**config.mk**
```make
export PLATFORM = sky130hd
export DESIGN_NAME = tdm_demux_four_one
export DESIGN_NICKNAME = d
export VERILOG_FILES = /design/src/rtl/tdm_demux_four_one_pkg.sv /design/src/rtl/tdm_demux_four_one_slot_ctr.sv /design/src/rtl/tdm_demux_four_one.sv
export SDC_FILE = /design/constraint.sdc
export NUM_CORES = 1
export LEC_CHECK = 0
export ABC_CLOCK_PERIOD_IN_PS = 1700
export BUFFER_PORTS_ARGS = -buffer_cell sky130_fd_sc_hd__buf_2
export CORE_MARGIN = 2
export CORE_UTILIZATION = 53
export DETAILED_ROUTE_END_ITERATION = 8
export GPL_TIMING_DRIVEN = 0
export HOLD_SLACK_MARGIN = 0.12
export PLACE_DENSITY = 0.78
export SETUP_SLACK_MARGIN = 0.2
export SLEW_MARGIN = 20
export SYNTH_ARGS = -nofsm -noshare
export SYNTH_HDL_FRONTEND = slang
export SYNTH_SLANG_ARGS = --single-unit
```
**constraint.sdc**
```tcl
create_clock -name clk -period 1.7 [get_ports clk]
set_input_delay 0.17 -clock clk [delete_from_list [all_inputs] [get_ports clk]]
set_output_delay 0.17 -clock clk [all_outputs]
set_load 0.01 [all_outputs]
```
**src/rtl/tdm_demux_four_one_pkg.sv**
```systemverilog
// Shared TDM definitions: slot geometry, framing state encodings and the
// per-word action record decoded by the receive-side framer.
package tdm_pkg;

    // Number of time slots per frame and width of the slot index.
    localparam int NUM_SLOTS = 4;
    localparam int SLOT_W    = 2;

    // Framing state encodings, kept as plain constants so the mux side and
    // older code can compare against them directly.
    localparam logic [0:0] ST_HUNT   = 1'b0;
    localparam logic [0:0] ST_LOCKED = 1'b1;

    // What the framer does with the word presented this cycle.
    typedef struct packed {
        logic start;    // word becomes slot 0 of a new frame
        logic store;    // word goes into the shadow for the current slot (1..2)
        logic deliver;  // word is slot 3: publish the whole frame
        logic err;      // framing violation seen on this word
        logic to_hunt;  // drop lock and start searching for sync again
    } frame_act_t;

    // True when the slot index points at the final slot of a frame.
    function automatic logic is_last_slot(input logic [SLOT_W-1:0] slot);
        return slot == SLOT_W'(NUM_SLOTS - 1);
    endfunction

endpackage : tdm_pkg

```
**src/rtl/tdm_demux_four_one_slot_ctr.sv**
```systemverilog
// Slot position counter for the TDM framer. Loading jumps straight to slot 1
// because the word that triggers a load is itself slot 0.
module tdm_slot_ctr
    import tdm_pkg::*;
(
    input  logic              clk,
    input  logic              rst,
    input  logic              clr,       // force back to slot 0
    input  logic              load_one,  // slot 0 consumed, next word is slot 1
    input  logic              en,        // advance by one, wrapping 3 -> 0
    output logic [SLOT_W-1:0] slot,
    output logic              last       // currently at the final slot
);

    logic [SLOT_W-1:0] slot_reg;
    logic [SLOT_W-1:0] slot_next;

    // Next-slot selection: clear beats load, load beats advance.
    always_comb begin
        slot_next = slot_reg;
        if (clr) begin
            slot_next = '0;
        end else if (load_one) begin
            slot_next = SLOT_W'(1);
        end else if (en) begin
            slot_next = slot_reg + SLOT_W'(1);
        end
    end

    // Slot register with synchronous reset.
    always_ff @(posedge clk) begin
        if (rst) begin
            slot_reg <= '0;
        end else begin
            slot_reg <= slot_next;
        end
    end

    assign slot = slot_reg;
    assign last = is_last_slot(slot_reg);

endmodule : tdm_slot_ctr

```
**src/rtl/tdm_demux_four_one.sv**
```systemverilog
// Receive end of the 4-channel TDM link. Words for slots 0..2 are held in
// shadow registers; the slot-3 word completes the frame and all four channel
// outputs update together with a one-cycle frame_valid pulse. Framing errors
// drop the partial frame and raise a one-cycle sync_err pulse.
module tdm_demux_four_one
    import tdm_pkg::*;
#(
    parameter int WIDTH = 8
) (
    input  logic             clk,
    input  logic             rst,
    input  logic [WIDTH-1:0] din,
    input  logic             din_valid,
    input  logic             din_sync,
    output logic [WIDTH-1:0] a,
    output logic [WIDTH-1:0] b,
    output logic [WIDTH-1:0] c,
    output logic [WIDTH-1:0] d,
    output logic             frame_valid,
    output logic             locked,
    output logic             sync_err
);

    logic [0:0]        state_reg;
    logic [0:0]        state_next;
    frame_act_t        act;
    logic [SLOT_W-1:0] slot;
    logic              slot_last;

    // Shadow words for slots 0..NUM_SLOTS-2; the last slot bypasses straight
    // to the outputs so it needs no storage.
    logic [WIDTH-1:0]  shadow [0:NUM_SLOTS-2];

    logic [WIDTH-1:0]  a_reg;
    logic [WIDTH-1:0]  b_reg;
    logic [WIDTH-1:0]  c_reg;
    logic [WIDTH-1:0]  d_reg;
    logic              frame_valid_reg;
    logic              sync_err_reg;

    // Framing decision for the current word. Nothing happens without
    // din_valid, which also makes both pulses fall on idle cycles.
    always_comb begin
        act        = '0;
        state_next = state_reg;
        if (din_valid) begin
            if (state_reg == ST_HUNT) begin
                // Searching: only a sync word is useful, everything else is dropped quietly.
                if (din_sync) begin
                    act.start  = 1'b1;
                    state_next = ST_LOCKED;
                end
            end else if (din_sync) begin
                // Sync always restarts the frame; it is only an error if it
                // arrives before the previous frame was complete.
                act.start = 1'b1;
                act.err   = (slot != '0);
            end else if (slot == '0) begin
                // Expected a frame start but got payload: lock is lost.
                act.err     = 1'b1;
                act.to_hunt = 1'b1;
                state_next  = ST_HUNT;
            end else if (slot_last) begin
                act.deliver = 1'b1;
            end else begin
                act.store = 1'b1;
            end
        end
    end

    // Framing state register.
    always_ff @(posedge clk) begin
        if (rst) begin
            state_reg <= ST_HUNT;
        end else begin
            state_reg <= state_next;
        end
    end

    tdm_slot_ctr u_slot_ctr (
        .clk      (clk),
        .rst      (rst),
        .clr      (act.to_hunt),
        .load_one (act.start),
        .en       (act.store | act.deliver),
        .slot     (slot),
        .last     (slot_last)
    );

    // One shadow register per non-final slot. Slot 0 is written by a frame
    // start; the middle slots are written when the counter points at them.
    generate
        for (genvar gi = 0; gi < NUM_SLOTS - 1; gi++) begin : g_shadow
            logic [WIDTH-1:0] word_reg;
            logic             wr_en;

            if (gi == 0) begin : g_first
                assign wr_en = act.start;
            end else begin : g_mid
                assign wr_en = act.store && (slot == SLOT_W'(gi));
            end

            // Capture the word for this slot; reset clears stale partial data.
            always_ff @(posedge clk) begin
                if (rst) begin
                    word_reg <= '0;
                end else if (wr_en) begin
                    word_reg <= din;
                end
            end

            assign shadow[gi] = word_reg;
        end
    endgenerate

    // Channel outputs update only when a complete frame is delivered, and
    // hold their last frame through errors and HUNT.
    always_ff @(posedge clk) begin
        if (rst) begin
            a_reg <= '0;
            b_reg <= '0;
            c_reg <= '0;
            d_reg <= '0;
        end else if (act.deliver) begin
            a_reg <= shadow[0];
            b_reg <= shadow[1];
            c_reg <= shadow[2];
            d_reg <= din;
        end
    end

    // Single-cycle status pulses; deliver and err are mutually exclusive by decode.
    always_ff @(posedge clk) begin
        if (rst) begin
            frame_valid_reg <= 1'b0;
            sync_err_reg    <= 1'b0;
        end else begin
            frame_valid_reg <= act.deliver;
            sync_err_reg    <= act.err;
        end
    end

    assign a           = a_reg;
    assign b           = b_reg;
    assign c           = c_reg;
    assign d           = d_reg;
    assign frame_valid = frame_valid_reg;
    assign sync_err    = sync_err_reg;
    assign locked      = (state_reg == ST_LOCKED);

endmodule : tdm_demux_four_one

```
## Word-level counts from Yosys, hierarchy flattened

Index checks and enable logic that the tools add are counted.

| word-level totals | value |
|---|---|
| bits in registers | 61 |
| input bits | 12 |
| output and inout bits | 35 |
| logic and storage cells | 42 |

| cells by class | value |
|---|---|
| $add $sub $neg | 1 |
| equality and inequality tests | 3 |
| mux-type cells | 15 |
| bitwise logic cells | 3 |
| reduce and logical (&&, ||, !) cells | 8 |

Operators with widths:

| operator | number |
|---|---|
| 1-bit two-way mux | 10 |
| 2-bit two-way mux | 3 |
| 3-bit OR reduction | 2 |
| 5-bit two-way mux | 1 |
| 2-bit equality test (second input constant) | 2 |
| 4-bit two-way mux | 1 |
| 2-bit nonzero test | 2 |
| 2-bit by 1-bit adder with 2-bit output (second input constant) | 1 |
| 2-bit by 1-bit equality test with 1-bit output (second input constant) | 1 |
| 1-bit logical AND | 2 |
| 2-bit zero test | 1 |
| 1-bit NOT | 2 |
| 2-bit OR reduction | 1 |
| 1-bit OR | 1 |

## Depth between registers and ports, before layout

| logic depth | value |
|---|---|
| depth after elaboration | 9 |
| gate-level depth with buffers | 7 |
| depth with buffers taken out | 5 |

## Modules after synthesis

From an unflattened synthesis, not the netlist that was laid out.

| second synthesis, totals | value |
|---|---|
| cell total of the unflattened synthesis | 263 |
| area, all modules | 2402.3 µm² |

By module, submodules not included:

| module | times used | cells an instance | area an instance (µm²) | seq. area each (µm²) |
|---|---|---|---|---|
| tdm_demux_four_one | 1 | 255 | 2307.2 | 1181.1 |
| tdm_slot_ctr | 1 | 8 | 95.1 | 40.0 |

## Least setup slack after synthesis

OpenSTA, ideal clock, no wires.

| timing | value |
|---|---|
| path kind | reg-to-reg |
| from | register u_slot_ctr.slot_reg[0] (netlist: u_slot_ctr.slot[0]) |
| to | register g_shadow[1].word_reg[2] |
| library setup time | 0.132 ns |
| arrival time | 1.338 ns |
| slack | 0.230 ns |
| stages on the path, launching flop included | 8 |
| path buffers | 2 |
| clock period less this slack | 1.470 ns |
| path through | dfxtp_1 -> inv_1 -> ha_1 -> and4b_1 -> buf_4 -> buf_4 -> nand3_1 -> a21oi_1 |

| between the ends | value |
|---|---|
| word-level cells in the longest chain between the ends | 7 |
| elaborated cells on any way between the ends | 9 |
| classes of those cells | eq/ne (2); mux (5); reduce/logical (2) |

RTL lines:

| element | line | text |
|---|---|---|
| from (decl) | tdm_demux_four_one_slot_ctr.sv:15 | `logic [SLOT_W-1:0] slot_reg;` |
| from (signal assigned) | tdm_demux_four_one_slot_ctr.sv:35 | `slot_reg <= slot_next;` |
| 2-bit equality test | tdm_demux_four_one_pkg.sv:25 | `return slot == SLOT_W'(NUM_SLOTS - 1);` |
| 1-bit two-way mux | tdm_demux_four_one.sv:63 | `end else if (slot_last) begin` |
| 2-bit two-way mux | tdm_demux_four_one.sv:58 | `end else if (slot == '0) begin` |
| 2-bit two-way mux | tdm_demux_four_one.sv:53 | `end else if (din_sync) begin` |
| 4-bit two-way mux | tdm_demux_four_one.sv:47 | `if (state_reg == ST_HUNT) begin` |
| 5-bit two-way mux | tdm_demux_four_one.sv:46 | `if (din_valid) begin` |
| 1-bit logical AND (*) | tdm_demux_four_one.sv:100 | `assign wr_en = act.store && (slot == SLOT_W'(gi));` |
| to (signal assigned) | tdm_demux_four_one.sv:108 | `word_reg <= din;` |
| to (decl) | tdm_demux_four_one.sv:94 | `logic [WIDTH-1:0] word_reg;` |

Mark *: on every way between the ends. The rest lies on a longest branch, timed or not.
A chain may end at the register's enable or synchronous reset.

## Worst setup path in the final report

| timing | value |
|---|---|
| from | register u_slot_ctr.slot_reg[0] (netlist: u_slot_ctr.slot[0]) |
| to | register u_slot_ctr.slot_reg[0] (netlist: u_slot_ctr.slot[0]) |

| between the ends | value |
|---|---|
| word-level cells in the longest chain between the ends | 8 |
| elaborated cells on any way between the ends | 16 |
| classes of those cells | add/sub (1); eq/ne (1); mux (10); bitwise (1); reduce/logical (3) |

RTL lines:

| element | line | text |
|---|---|---|
| 2-bit equality test | tdm_demux_four_one_pkg.sv:25 |  |
| 1-bit two-way mux | tdm_demux_four_one.sv:63 |  |
| 2-bit two-way mux | tdm_demux_four_one.sv:58 |  |
| 2-bit two-way mux | tdm_demux_four_one.sv:53 |  |
| 4-bit two-way mux | tdm_demux_four_one.sv:47 |  |
| 5-bit two-way mux | tdm_demux_four_one.sv:46 |  |
| 1-bit OR | tdm_demux_four_one.sv:85 | `.en (act.store \| act.deliver),` |
| 2-bit nonzero test (no line) | -- |  |

Parallel ways exist; a longest one is shown, timed or not. The select of a mux whose other input is x is not followed.

==> key figures <==
Status
  • Status: complete, no violations

Global route
  • Vias in the first global route: 1920
  • First-pass GRT wire length: 9.00 mm
  • Largest net degree at the start of global routing: 11
  • GRT Total Usage: 0.236
  • Initial antenna violation count: 0
  • Gr ovfl total: 0

Final layout
  • Final Util: 0.730
  • Max reg flops: 24
  • Area Overhead vs Synth: 31.6%
  • Most common cell after layout, fill and taps aside: nand2_1
  • Commonest cells after routing, fill and taps aside: 82 x nand2_1, 59 x dfxtp_1, 52 x a21oi_1
  • Final #Nets: 364
  • Antenna diodes: 0
  • Share of cells above drive strength 1: 0.276

Timing
  • Hold Vio Cnt, Final: 0
  • Max Slew Vio Count: 0
  • Worst slew pin tran: 564 ps
  • Final setup violating endpoints: 0
  • RSZ-0062 raised after global routing: true
  • Final min period: 1500 ps
  • Clock skew: 10.5 ps
  • Final setup margin: 203 ps
  • Max_slew headroom: 0.624
  • Crit share post-route: 0.881
  • Fmax: 0.668 GHz

Drt
  • DRT Pass-1 Iters: 5
  • ANT nets after route: 0
  • DRC Markers: 0
  • Routed wire per std cell: 13.8 µm
  • Starting DRT DRC Count: 163
  • Detailed-route via count: 2115
  • Mean number of vias per cell: 5.27
  • Final WL: 5.53 mm

Critical path
  • Worst reg2reg startpoint: u_slot_ctr.slot[0]
  • Crit. Startpoint: u_slot_ctr.slot[0]
  • Worst r2r path cells: 6
  • RR Endpoint: u_slot_ctr.slot[0]
  • Critical Path Fanout Max: 6
  • Critical Path Source Type: flop
  • R2R Setup Slk: 200 ps
  • WP data required: 1920 ps
  • Crit Path Category: flop to flop
  • Critical Path Sink Type: flop
  • Arrival @ worst endpoint: 1710 ps

Clock tree
  • TritonCTS buffer count: 9
  • CTS tree: built
  • Latest clock arrival within the worst-skew pair: 340 ps
  • Clk slew on worst S/H paths: 60 ps
  • CTS root buf: clkbuf_8
  • H-Tree Depth: 3
  • Clock sink count: 61
  • Max Buffers Root-to-Sink: 2

Logic synthesis
  • Register bit total from synthesis: 61
  • Syn avg cell area: 8.13 µm²
  • Synth Instances: 277
  • Sequential-to-total area share from yosys stat: 0.542
  • Synth Warn #: 0
  • Count of cell types in the netlist: 19
  • Mapped cell area: 0.00225 mm²
  • Syn_nets: 294

Run
  • Max cap viols: 0

Place
  • IO buf count: 44
  • Dpl ws: -135 ps
  • Dpl hpwl: 3.63 mm
  • Placer Congestion: 0.837

Floorplanning
  • Area of the core: 0.00406 mm²
  • Initial Util: 0.555
  • Die width: 69.2 µm
  • Die area: 0.00479 mm²
  • Ports: 47
  • FP Rows: 23
  • Die Y: 69.2 µm

Hold path
  • Hold Path End: d[4]
  • Hold Path Class: input pin to flop
  • Min-Delay Path Depth: 3
  • Min-delay src: din[4]

Power
  • Power Dens Cells: 942 mW/mm²
  • Max IR drop VDD: 0.000668 V
  • Static Leak: 0.00119 µW
[cells by family (layout without fill, tap and decap cells)]
group | count (synthesis) | after routing | synth area share
DFF | 61 | 61 | 0.542
AOI/OAI and AO/OA | 75 | 75 | 0.168
and+or+nand+nor | 110 | 110 | 0.206
adders and majority gates | 5 | 5 | 0.0278
buffers and inverters | 26 | 100 | 0.0556
[Yosys cell counts]
cell type  count  area [µm²]
a21oi_1       58         290
a31o_2         1        8.76
and2_1         1        6.26
and4b_1        2        20.0
buf_1          1        3.75
buf_2          7        35.0
buf_4          5        37.5
clkbuf_1       8        30.0
dfxtp_1       61        1220
ha_1           5        62.6
inv_1          5        18.8
nand2_1       82         308
nand3_1       16        80.1
nand4b_1       2        17.5
nor2_1         3        11.3
nor3_1         3        15.0
nor4_1         1        6.26
o21ai_0       15        75.1
o21ai_1        1        5.00
[metal layers]
metal | routed length [µm] | track usage | up-vias
met5 | 0 | 0 | -
met4 | 54 | 0.0784 | 0
met3 | 382 | 0.0843 | 10
met2 | 2670 | 0.374 | 88
met1 | 2420 | 0.301 | 953
li1 | - | - | 1064
[how the worst max path moves through the flow]
stage | slack, ps | to
after floorplan | 230 | g_shadow[1].word_reg[2]
after global routing | 130 | g_shadow[1].word_reg[3]
final | 200 | u_slot_ctr.slot[0]
after detailed placement | -130 | g_shadow[1].word_reg[3]
after global placement | -60 | g_shadow[2].word_reg[7]
after CTS | 210 | g_shadow[1].word_reg[3]
[area by class of cell]
cell class	instances	area, µm²
tap	50	62.6
buffer	21	143
multi-input combinational	190	951
timing repair buffer	59	382
fill	305	1090
inverter	5	21.3
clock inverter	6	55.1
clock buffer	9	124
sequential	61	1230
[critical path, cell delays in order, from the launching register on]
cell and delay [ps]:
dfxtp_4 360, buf_4 130, ha_1 190, and4b_1 160, buf_2 160, nor4_1 300
nor3_1 80
[repair_timing]
item,in CTS,in global routing
cloned,0,1
resized for setup,7,32
setup endpoints to repair,43,46
hold endpoints to repair,9,1
hold buffers,5,1
setup buffers,2,6
pin swaps,0,5
[per-stage QoR]
stage	setup TNS, ps	hold slack [ps]	area (µm²)	std cells	total power [µW]
detailed placement	-1060	444	2530	371	1590
global placement	-569	439	2530	371	1590
finish	0	132	2960	401	2790
global route	0	121	2960	401	2890
floorplan	0	306	2250	277	1540
CTS	0	120	2790	393	2780
[power by group]
group / switching, µW / internal, µW / total [µW]
Clock: 547 / 655 / 1200
Sequential: 11.1 / 1440 / 1450
Combinational: 86.5 / 51.4 / 138
(Power assumes the default switching activity.)
